File: src/rtl/ivl_uvm_rr_arbiter.sv
// ivl_uvm_rr_arbiter
// Round-robin arbiter that grants one requester at a time. A grant ends when
// the owner drops its request or after a tenure of MAX_HOLD cycles. Every
// tenure is followed by at least one idle cycle. The search for the next owner
// starts just past the previous owner.
//
// Parameters
//   NUM_REQ  : number of requesters (2..16)
//   MAX_HOLD : maximum grant tenure in cycles (2..255)
// Ports
//   clk       in   sole clock, rising edge
//   rst_n     in   synchronous active-low reset
//   en        in   arbitration enable; gates new grants only
//   req       in   per-requester request, level-held for the tenure
//   gnt       out  registered grant vector, zero-or-one-hot
//   gnt_id    out  registered index of current/most recent owner
//   gnt_valid out  registered, high exactly when gnt is non-zero
//   timeout   out  registered one-cycle pulse on MAX_HOLD revocation
module ivl_uvm_rr_arbiter #(
  parameter int NUM_REQ  = 4,
  parameter int MAX_HOLD = 8
) (
  input  logic                       clk,
  input  logic                       rst_n,
  input  logic                       en,
  input  logic [NUM_REQ-1:0]         req,
  output logic [NUM_REQ-1:0]         gnt,
  output logic [$clog2(NUM_REQ)-1:0] gnt_id,
  output logic                       gnt_valid,
  output logic                       timeout
);

  localparam int IDW = $clog2(NUM_REQ);
  localparam int HCW = $clog2(MAX_HOLD);

  typedef enum logic {
    S_IDLE  = 1'b0,
    S_GRANT = 1'b1
  } state_t;

  state_t           r_state;
  logic [NUM_REQ-1:0] r_gnt;
  logic [IDW-1:0]   r_gnt_id;
  logic [IDW-1:0]   r_ptr;
  logic [HCW-1:0]   r_hold_cnt;
  logic             r_gnt_valid;
  logic             r_timeout;

  state_t           w_next_state;
  logic [NUM_REQ-1:0] w_gnt;
  logic [IDW-1:0]   w_gnt_id;
  logic [IDW-1:0]   w_ptr;
  logic [HCW-1:0]   w_hold_cnt;
  logic             w_timeout;
  logic             w_pick_found;
  logic [IDW-1:0]   w_pick_id;
  logic             w_hold_max;

  // Rotating priority search: first set request at or above r_ptr, wrapping.
  always_comb begin : pick_search
    int unsigned v_idx;
    w_pick_found = 1'b0;
    w_pick_id    = '0;
    v_idx        = 0;
    for (int unsigned i = 0; i < NUM_REQ; i++) begin
      v_idx = (int'(r_ptr) + i) % NUM_REQ;
      if (!w_pick_found && req[IDW'(v_idx)]) begin
        w_pick_found = 1'b1;
        w_pick_id    = IDW'(v_idx);
      end
    end
  end

  assign w_hold_max = (r_hold_cnt == HCW'(MAX_HOLD - 1));

  always_comb begin
    w_next_state = r_state;
    w_gnt        = '0;
    w_gnt_id     = r_gnt_id;
    w_ptr        = r_ptr;
    w_hold_cnt   = r_hold_cnt;
    w_timeout    = 1'b0;
    case (r_state)
      S_IDLE: begin
        if (en && w_pick_found) begin
          w_next_state = S_GRANT;
          w_gnt        = NUM_REQ'(1) << w_pick_id;
          w_gnt_id     = w_pick_id;
          w_ptr        = (w_pick_id == IDW'(NUM_REQ - 1)) ? '0 : w_pick_id + IDW'(1);
          w_hold_cnt   = '0;
        end
      end
      S_GRANT: begin
        w_hold_cnt = w_hold_max ? r_hold_cnt : r_hold_cnt + HCW'(1);
        // Release is checked first so a drop at the last cycle is not a timeout.
        if (!req[r_gnt_id]) begin
          w_next_state = S_IDLE;
        end else if (w_hold_max) begin
          w_next_state = S_IDLE;
          w_timeout    = 1'b1;
        end else begin
          w_gnt = r_gnt;
        end
      end
      default: w_next_state = S_IDLE;
    endcase
  end

  always_ff @(posedge clk) begin
    if (!rst_n) begin
      r_state     <= S_IDLE;
      r_gnt       <= '0;
      r_gnt_id    <= '0;
      r_ptr       <= '0;
      r_hold_cnt  <= '0;
      r_gnt_valid <= 1'b0;
      r_timeout   <= 1'b0;
    end else begin
      r_state     <= w_next_state;
      r_gnt       <= w_gnt;
      r_gnt_id    <= w_gnt_id;
      r_ptr       <= w_ptr;
      r_hold_cnt  <= w_hold_cnt;
      r_gnt_valid <= (w_next_state == S_GRANT);
      r_timeout   <= w_timeout;
    end
  end

  assign gnt       = r_gnt;
  assign gnt_id    = r_gnt_id;
  assign gnt_valid = r_gnt_valid;
  assign timeout   = r_timeout;

endmodule

File: config.mk
export PLATFORM = sky130hd
export DESIGN_NAME = ivl_uvm_rr_arbiter
export DESIGN_NICKNAME = d
export VERILOG_FILES = /design/src/rtl/ivl_uvm_rr_arbiter.sv
export SDC_FILE = /design/constraint.sdc
export NUM_CORES = 1
export LEC_CHECK = 0
export ABC_CLOCK_PERIOD_IN_PS = 4600
export BUFFER_PORTS_ARGS = -buffer_cell sky130_fd_sc_hd__buf_2
export CORE_AREA = 4 4 41 43
export DETAILED_ROUTE_END_ITERATION = 10
export DIE_AREA = 0 0 45 47
export PLACE_DENSITY = 0.78
export SLEW_MARGIN = 10
export SYNTH_ARGS = -nofsm -noshare
export SYNTH_HDL_FRONTEND = slang
export SYNTH_SLANG_ARGS = --single-unit
File: constraint.sdc
create_clock -name clk -period 4.6 [get_ports clk]
set_clock_uncertainty 0.2 [all_clocks]
set_input_delay 0.23 -clock clk [delete_from_list [all_inputs] [get_ports clk]]
set_output_delay 0.23 -clock clk [all_outputs]
set_load 0.05 [all_outputs]
==> flow_metrics.env, run 1 <==
export IMPL_worstPathRequired_ps=4630
export IMPL_grt_usage=0.149
export IMPL_synthTopCellsByCount="dfxtp_1 (13), nand2_1 (11), nand3_1 (9)"
export IMPL_layout_drive_gt1_share=0.242
export IMPL_netlist_area_um2=711
export IMPL_worstMarginPinSlew_ps=461
export IMPL_synth_compound_area_frac=0.197
export IMPL_gp_congestion=0.774
export IMPL_rsz0062_at_grt="no"
export IMPL_netSwitchingFraction=0.334
export IMPL_num_fill_cells=122
export IMPL_avgViaCountPerCell=5.40
export IMPL_slew_violations=0
export IMPL_synth_top_area_frac=0.366
export IMPL_overflow=0
export IMPL_ys_flop_type="dfxtp_1"
export IMPL_cts_hold_buffers_added=0
export IMPL_cp_arrival_ps=1740
export IMPL_chipHeight_um=47
export IMPL_hold_viol_final=0
export IMPL_cts_inserted_buffers=3
export IMPL_synth_nets=96
export IMPL_rr_endpoint="r_ptr[0]"
export IMPL_combPwrFrac=0.234
export IMPL_clk_pin_slew_worst_paths_ps=80
export IMPL_instances_no_fill=114
export IMPL_wl_um=1390
export IMPL_synth_edf_count=0
export IMPL_antenna_found_initial=0
export IMPL_min_path_cells=2
export IMPL_p_int_mw=0.172
export IMPL_synth_xor_area_share=0
export IMPL_synth_simple_gate_area_frac=0.283
export IMPL_diodes=0
export IMPL_synth_cell_types=30
export IMPL_synthToLayoutAreaGrowth_pct=15.1
export IMPL_io_buffers=14
export IMPL_synth_cells=83
export IMPL_dpl_cell_count=110
export IMPL_timing_rr_start="r_ptr[1]"
export IMPL_drc=0
export IMPL_io_pin_count=15
export IMPL_cts_buffer_depth=2
export IMPL_design_area_um2=818
export IMPL_drt_iter0_markers=20
export IMPL_synth_seq_cells=13
export IMPL_die_area_um2=2120
export IMPL_path_class="reg -> reg"
export IMPL_postSynthAreaPerCell_um2=8.56
export IMPL_worst_slack_ps=2880
export IMPL_grt_pass1_vias=546
export IMPL_synth_top_cell_by_area="dfxtp_1"
export IMPL_status="completed"
export IMPL_worst_r2r_path_depth=7
export IMPL_power_frac_clock=0.280
export IMPL_h_tree_depth=1
export IMPL_coreArea_um2=1300
export IMPL_cts_tree="built"
export IMPL_hold_class="in -> reg"
export IMPL_min_from="rst_n"
export IMPL_grt_start_max_net_pins=20
export IMPL_synth_most_common_cell="dfxtp_1"
export IMPL_reg2reg_slack_ps=2880
export IMPL_gr_usage_met1=0.192
export IMPL_worst_hold_slack_ps=134
export IMPL_fin_nets=113
export IMPL_placed_cell_area_um2=791
export IMPL_grt_pass1_wl_um=2280
export IMPL_via_count=616
export IMPL_cts_resized=0
export IMPL_dr_pass1_iters=4
export IMPL_synthTopCellsByArea="dfxtp_1 (37%), ha_1 (11%), nand3_1 (6.3%)"
export IMPL_crit_path_end_kind="flip-flop"
export IMPL_crit_fanout=5
export IMPL_chipWidth_um=45
export IMPL_yosys_area_share_adder=0.106
export IMPL_max_freq_ghz=0.582
export IMPL_slew_headroom=0.692
export IMPL_synthArstFlopShare=0
export IMPL_clock_latency_ps=280
export IMPL_cts_setup_buffers=0
export IMPL_cts_root_buf="clkbuf_4"
export IMPL_synth_top_family_by_area="simple AND/OR/NAND/NOR gates"
export IMPL_synth_mux_area_frac=0.0141
export IMPL_p_sw_mw=0.0866
export IMPL_p_seq_frac=0.486
export IMPL_top_usage_layer="met2"
export IMPL_critPathLaunchType="flip-flop"
export IMPL_clock_sinks=13
export IMPL_tns_ps=0
export IMPL_avgRoutedWirePerCell_um=12.1
export IMPL_fin_crit_ps=1720
export IMPL_post_place_ws_ps=2850
export IMPL_cap_violations=0
export IMPL_dpl_hpwl_um=1010
export IMPL_cellPowerDensity_nw_per_um2=316
export IMPL_ant_nets=0
export IMPL_finalSetupViolCount=0
export IMPL_ys_warn_count=0
export IMPL_rows=13
export IMPL_whs_endpoint="r_hold_cnt[0]"
export IMPL_ir_drop_uv=177
export IMPL_grt_met3_usage=0.0230
export IMPL_initial_core_util=0.546
export IMPL_p_leak_nw=0.386
export IMPL_use_met2=0.234
export IMPL_final_period_utilization=0.374
export IMPL_ys_seq_area_frac=0.366
routing by layer:
layer  part of all wire  wire, µm  up-vias
met3              0.047        65        4
met5                  0         0        -
met4              0.011        15        0
li1                   -         -      323
met1               0.49       672      272
met2               0.46       631       17
critical path, cell delays in order (launching register included):
cell,delay (ps)
dfxtp_1,420
a21o_1,140
a21oi_1,60
o22ai_1,270
inv_1,120
ha_1,230
nand2_1,60
o2111a_1,170
through the flow:
step / power (mW) / utilization
3_3_place_gp: 0.188 / 0.608
4_1_cts: 0.262 / 0.629
2_1_floorplan: 0.174 / -
3_5_place_dp: 0.189 / 0.608
6_report: 0.259 / 0.629
5_1_grt: 0.275 / 0.629
area by class of cell:
class                      count  area [µm²]  share of cell area
multi-input combinational     64         427               0.521
sequential                    13         260               0.318
timing repair buffer          14        70.1              0.0856
clock buffer                   3        22.5              0.0275
tap                           15        18.8              0.0229
inverter                       4        15.0              0.0183
clock inverter                 1        5.00             0.00612
sequential cells by signal, summed over array words and instances, names as in the netlist:
| name | cells |
|---|---|
| gnt | 4 |
| gnt_id | 2 |
| gnt_valid | 1 |
| r_hold_cnt | 3 |
| r_ptr | 2 |
| timeout | 1 |
worst max path at each step:
stage	startpoint	endpoint	slack, ps
after detailed placement	req[2]	r_ptr[1]	2850
after floorplan	gnt_id[0]	gnt_valid	2910
after CTS	r_ptr[1]	gnt[3]	2870
after global placement	req[2]	r_ptr[1]	2880
final	r_ptr[1]	r_ptr[0]	2880
after global routing	r_hold_cnt[0]	gnt[3]	2700
power by group through the flow:
stage	logic (mW)	clock network, mW	registers, mW
global placement	0.0602	0	0.128
detailed placement	0.0607	0	0.128
finish	0.0607	0.0725	0.126
floorplan	0.0335	0	0.140
global route	0.0679	0.0799	0.127
CTS	0.0609	0.0755	0.126
logic make-up (layout without fill, tap and decap cells):
family | Yosys count | count (layout)
compound gates | 20 | 20
mux | 1 | 1
flops | 13 | 13
fa+ha+maj | 6 | 6
buf+inv | 6 | 22
simple gates | 37 | 37
cell usage in the layout (no fill, tap or decap), drive strengths merged, types with 2 or more instances in the layout:
cell / Yosys / layout
o21ai: 7 / 7
dfxtp: 13 / 13
nor2: 5 / 5
nor2b: 3 / 3
nor3: 2 / 2
nand2: 11 / 11
a21oi: 2 / 2
clkbuf: 1 / 3
inv: 4 / 4
buf: 1 / 14
nand3: 9 / 9
nand2b: 4 / 4
a21boi: 3 / 3
o22ai: 2 / 2
ha: 6 / 6
(Power assumes the default switching activity.)
==> inputs of run 2 (changes only) <==
--- a/config.mk
+++ b/config.mk
@@ -5,12 +5,12 @@
 export SDC_FILE = /design/constraint.sdc
 export NUM_CORES = 1
 export LEC_CHECK = 0
-export ABC_CLOCK_PERIOD_IN_PS = 4600
+export ABC_CLOCK_PERIOD_IN_PS = 1800
 export BUFFER_PORTS_ARGS = -buffer_cell sky130_fd_sc_hd__buf_2
-export CORE_AREA = 4 4 41 43
+export CORE_MARGIN = 4
+export CORE_UTILIZATION = 51
 export DETAILED_ROUTE_END_ITERATION = 10
-export DIE_AREA = 0 0 45 47
-export PLACE_DENSITY = 0.78
+export PLACE_DENSITY = 0.75
 export SLEW_MARGIN = 10
 export SYNTH_ARGS = -nofsm -noshare
 export SYNTH_HDL_FRONTEND = slang
==> constraint.sdc (replaced) <==
create_clock -name clk -period 1.8 [get_ports clk]
set_clock_uncertainty 0.2 [all_clocks]
set_input_delay 0.09 -clock clk [delete_from_list [all_inputs] [get_ports clk]]
set_output_delay 0.09 -clock clk [all_outputs]
set_load 0.05 [all_outputs]
==> run 2 against run 1 <==
  * Maximum frequency increased by 0.35%
  * Clock-buffer cell count grew 1
  * Hold slack got worse by 120 ps
  * Register-to-register slack got worse by 2800 ps
  * Largest cell class unchanged
==> flow_metrics.env, run 2 (synthesis results as in run 1) <==
export IMPL_dr_pass1_iters=4
export IMPL_diodes=0
export IMPL_chipHeight_um=45.3
export IMPL_wl_um=1460
export IMPL_crit_fanout=5
export IMPL_largest_register_ffs=4
export IMPL_gp_congestion=0.725
export IMPL_via_count=644
export IMPL_hold_viol_final=0
export IMPL_die_area_um2=2050
export IMPL_min_path_cells=3
export IMPL_timing_rr_start="r_hold_cnt[0]"
export IMPL_cts_tree="built"
export IMPL_rows=13
export IMPL_slew_violations=0
export IMPL_ant_nets=0
export IMPL_cts_inserted_buffers=3
export IMPL_dpl_cell_count=112
export IMPL_cellPowerDensity_nw_per_um2=788
export IMPL_worstPathRequired_ps=1800
export IMPL_overflow=0
export IMPL_reg2reg_slack_ps=90
export IMPL_status="completed"
export IMPL_io_pin_count=15
export IMPL_hold_class="in -> reg"
export IMPL_clk_pin_slew_worst_paths_ps=80
export IMPL_synthToLayoutAreaGrowth_pct=21.0
export IMPL_crit_path_end_kind="flip-flop"
export IMPL_dpl_hpwl_um=1080
export IMPL_coreArea_um2=1300
export IMPL_avgViaCountPerCell=5.50
export IMPL_num_fill_cells=117
export IMPL_design_area_um2=860
export IMPL_path_class="reg -> reg"
export IMPL_fin_nets=116
export IMPL_whs_endpoint="r_ptr[0]"
export IMPL_h_tree_depth=1
export IMPL_final_common_cell="buf_2"
export IMPL_grt_usage=0.171
export IMPL_final_cell_mix="buf_2 (14), dfxtp_1 (13), nand2_1 (11), nand3_1 (9), o21ai_0 (7)"
export IMPL_antenna_found_initial=0
export IMPL_cts_buffer_depth=2
export IMPL_grt_start_max_net_pins=20
export IMPL_chipWidth_um=45.3
export IMPL_cap_violations=0
export IMPL_instances_no_fill=117
export IMPL_avgRoutedWirePerCell_um=12.5
export IMPL_placed_cell_area_um2=806
export IMPL_cp_arrival_ps=1710
export IMPL_finalPower_mw=0.677
export IMPL_cts_root_buf="clkbuf_4"
export IMPL_clock_sinks=13
export IMPL_layout_drive_gt1_share=0.275
export IMPL_worst_r2r_path_depth=6
export IMPL_ir_drop_uv=453
export IMPL_drt_iter0_markers=15
export IMPL_grt_pass1_vias=606
export IMPL_rr_endpoint="gnt[1]"
export IMPL_initial_core_util=0.546
export IMPL_worstMarginPinSlew_ps=299
export IMPL_drc=0
export IMPL_slew_headroom=0.799
export IMPL_io_buffers=14
export IMPL_clock_latency_ps=280
export IMPL_max_freq_ghz=0.584
export IMPL_worst_hold_slack_ps=16.8
export IMPL_p_leak_nw=0.402
export IMPL_grt_pass1_wl_um=2480
export IMPL_min_from="en"
export IMPL_cts_setup_buffers=0
export IMPL_finalSetupViolCount=0
export IMPL_final_period_utilization=0.952
export IMPL_critPathLaunchType="flip-flop"
export IMPL_fin_crit_ps=1710
## run 2: how the worst max path moves through the flow
stage	slack, ps	startpoint	to
global route	-30	r_hold_cnt[0]	gnt[2]
floorplan	110	gnt_id[0]	gnt_valid
finish	90	r_hold_cnt[0]	gnt[1]
detailed placement	90	r_hold_cnt[0]	gnt[3]
CTS	70	r_hold_cnt[0]	gnt[1]
global placement	90	r_hold_cnt[0]	gnt[1]
## run 2: final cells by class
| type | instances | area [µm²] | share of cell area |
|---|---|---|---|
| Multi-Input combinational cell | 64 | 444 | 0.517 |
| Sequential cell | 13 | 260 | 0.303 |
| Inverter | 4 | 15.0 | 0.0175 |
| Clock buffer | 4 | 26.3 | 0.0306 |
| Timing Repair Buffer | 17 | 95.1 | 0.111 |
| Tap cell | 15 | 18.8 | 0.0218 |
## run 2: critical path, cell delays in order (launching register included)
cell and delay (ps):
dfxtp_1 330, ha_1 200, ha_1 210, nand2b_2 230
nor3_2 190, a31oi_2 80, o21ai_0 200
## run 2: routing by layer
metal  wire length, µm  vias up  global-route usage
met1               669      295               0.205
met4                28        0              0.0994
met5                 0        -                   0
met2               673       14               0.249
met3                86        5              0.0757
li1                  -      330                   -
## run 2: where the power goes
part / internal, mW / total (mW) / switching, mW
Combinational: 0.0640 / 0.172 / 0.108
Clock: 0.0861 / 0.183 / 0.0970
Sequential: 0.305 / 0.322 / 0.0179
Total: 0.455 / 0.677 / 0.223
## run 2: what timing repair did
| item | 4_1_cts | 5_1_grt |
|---|---|---|
| endpoints found under the setup margin | 0 | 6 |
| resized for setup | 0 | 3 |
| hold buffers | 1 | 0 |
| endpoints found under the hold margin | 5 | 0 |
## run 2: per-stage QoR
step | setup slack (ps) | util | setup TNS, ps
floorplan | 107 | - | 0
global placement | 94.3 | 0.619 | 0
detailed placement | 94.7 | 0.619 | 0
CTS | 72.6 | 0.647 | 0
global route | -31.4 | 0.661 | -108
finish | 86.9 | 0.661 | 0
==> inputs of run 3 (changes only) <==
--- a/config.mk
+++ b/config.mk
@@ -11,6 +11,7 @@
 export CORE_UTILIZATION = 51
 export DETAILED_ROUTE_END_ITERATION = 10
 export PLACE_DENSITY = 0.75
+export RECOVER_POWER = 50
 export SLEW_MARGIN = 10
 export SYNTH_ARGS = -nofsm -noshare
 export SYNTH_HDL_FRONTEND = slang
==> run 3 against run 2 <==
  * Global-route usage is the same
  * Worst setup slack gained 15 ps
  * Total power shrank 0.33%
  * Sequential share of layout area grew 0.36 points
  * Cell count is the same
  * Combinational power is essentially flat
  * Core utilization shrank 0.77 points
  * First-iteration DRC count grew 13%
  * Wire length shrank 0.34%
  * Critical path depth is the same
  * Critical endpoint is now gnt[2]
  * Cell area shrank 1.2%
  * Largest cell class unchanged
==> flow_metrics.env, run 3 (synthesis results as in run 1) <==
export IMPL_hold_viol_final=0
export IMPL_layout_drive_gt1_share=0.196
export IMPL_slew_headroom=0.606
export IMPL_gp_congestion=0.725
export IMPL_power_frac_clock=0.272
export IMPL_critPathLaunchType="flip-flop"
export IMPL_cts_setup_buffers=0
export IMPL_worstMarginPinSlew_ps=594
export IMPL_netSwitchingFraction=0.331
export IMPL_max_freq_ghz=0.589
export IMPL_cp_arrival_ps=1700
export IMPL_h_tree_depth=1
export IMPL_final_util=0.653
export IMPL_clock_latency_ps=280
export IMPL_largest_register_ffs=4
export IMPL_dpl_hpwl_um=1080
export IMPL_fin_nets=116
export IMPL_hold_class="in -> reg"
export IMPL_diodes=0
export IMPL_worstPathRequired_ps=1800
export IMPL_io_buffers=14
export IMPL_min_path_cells=3
export IMPL_cellPowerDensity_nw_per_um2=795
export IMPL_drc=0
export IMPL_ant_nets=0
export IMPL_combPwrFrac=0.250
export IMPL_die_area_um2=2050
export IMPL_cpPeakStageDelay_ps=330
export IMPL_avgViaCountPerCell=5.55
export IMPL_cts_buffer_depth=2
export IMPL_grt_pass1_wl_um=2480
export IMPL_p_seq_frac=0.478
export IMPL_ir_drop_uv=452
export IMPL_crit_fanout=5
export IMPL_chipWidth_um=45.3
export IMPL_worst_path_most_repeated_cell="ha_1"
export IMPL_p_int_mw=0.452
export IMPL_cap_violations=0
export IMPL_fin_crit_ps=1700
export IMPL_clk_pin_slew_worst_paths_ps=80
export IMPL_register_area_um2=260
export IMPL_p_sw_mw=0.223
export IMPL_worst_r2r_path_depth=6
export IMPL_coreArea_um2=1300
export IMPL_grt_pass1_vias=606
export IMPL_cts_tree="built"
export IMPL_chipHeight_um=45.3
export IMPL_p_leak_nw=0.369
export IMPL_final_common_cell="dfxtp_1"
export IMPL_drt_iter0_markers=17
export IMPL_overflow=0
export IMPL_final_period_utilization=0.944
export IMPL_status="completed"
export IMPL_slew_violations=0
export IMPL_io_pin_count=15
export IMPL_cp_cell_sequence="ha_1 -> ha_1 -> nand2b_2 -> nor3_2 -> a31oi_2 -> o21ai_0"
export IMPL_clock_sinks=13
export IMPL_via_count=649
export IMPL_crit_path_end_kind="flip-flop"
export IMPL_avgRoutedWirePerCell_um=12.4
export IMPL_cts_root_buf="clkbuf_4"
export IMPL_wl_um=1450
export IMPL_final_cell_mix="dfxtp_1 (13), nand2_1 (11), nand3_1 (9), clkbuf_1 (9), o21ai_0 (7)"
export IMPL_multi_input_area_um2=444
export IMPL_path_class="reg -> reg"
export IMPL_cts_inserted_buffers=3
export IMPL_initial_core_util=0.546
export IMPL_grt_usage=0.171
export IMPL_dr_pass1_iters=4
export IMPL_synthToLayoutAreaGrowth_pct=19.5
export IMPL_num_fill_cells=120
export IMPL_antenna_found_initial=0
export IMPL_rows=13
export IMPL_grt_start_max_net_pins=20
export IMPL_finalSetupViolCount=0
export IMPL_crit_path_top_delay_cell="dfxtp_1"
export IMPL_finalPower_mw=0.675
==> run 3: cell count changes in the layout (fill, tap and decap cells not counted), sizes merged <==
cell,change
buf,-8
clkbuf,+8
==> run 3: layout make-up <==
type                            count  share of cell area
Sequential cell                    13               0.306
Clock buffer                        4              0.0309
Multi-Input combinational cell     64               0.523
Timing Repair Buffer               17               0.100
Tap cell                           15              0.0221
Inverter                            4              0.0177
==> run 3: worst paths after layout <==
| check | start | to | slack (ps) |
|---|---|---|---|
| worst min-delay path | en | r_ptr[0] | 10 |
| worst max-delay path | r_hold_cnt[0] | gnt[2] | 100 |
| worst min register to register | gnt[0] | gnt[0] | 260 |
| worst max register to register | r_hold_cnt[0] | gnt[2] | 100 |
==> run 3: what timing repair did <==
item / 4_1_cts / 5_1_grt
hold buffers: 1 / 0
resized for setup: 0 / 3
setup endpoints to repair: 0 / 6
hold endpoints to repair: 5 / 0
==> run 3: layer usage <==
metal / wire (µm) / track usage / vias to the layer above / share of wire
met3: 82 / 0.0757 / 5 / 0.056
met4: 28 / 0.0994 / 0 / 0.019
met2: 683 / 0.249 / 12 / 0.47
met5: 0 / 0 / - / 0
met1: 658 / 0.205 / 302 / 0.45
li1: - / - / 330 / -
==> run 3: power groups by stage <==
stage | Clock [mW] | Sequential [mW] | Combinational, mW
2_1_floorplan | 0 | 0.358 | 0.0857
4_1_cts | 0.190 | 0.321 | 0.167
5_1_grt | 0.210 | 0.326 | 0.186
3_5_place_dp | 0 | 0.328 | 0.165
3_3_place_gp | 0 | 0.327 | 0.163
6_report | 0.183 | 0.323 | 0.169
==> run 3: worst max-delay path: cells and delay by family (launching register included) <==
kind / cells / cell delay, ps
AO/OA/AOI/OAI: 2 / 270
adder cells (fa/ha/maj): 2 / 400
flip-flops: 1 / 330
AND/OR/NAND/NOR: 2 / 420
==> run 3: through the flow <==
step / worst slack [ps] / cell area [µm²] / TNS [ps] / hold WS, ps / instances
final: 101 / 850 / 0 / 14.6 / 117
after global routing: -31.5 / 850 / -108 / 36.7 / 117
after CTS: 72.6 / 842 / 0 / 9.12 / 117
after detailed placement: 94.7 / 806 / 0 / 248 / 112
after global placement: 94.3 / 806 / 0 / 245 / 112
after floorplan: 107 / 711 / 0 / 141 / 83
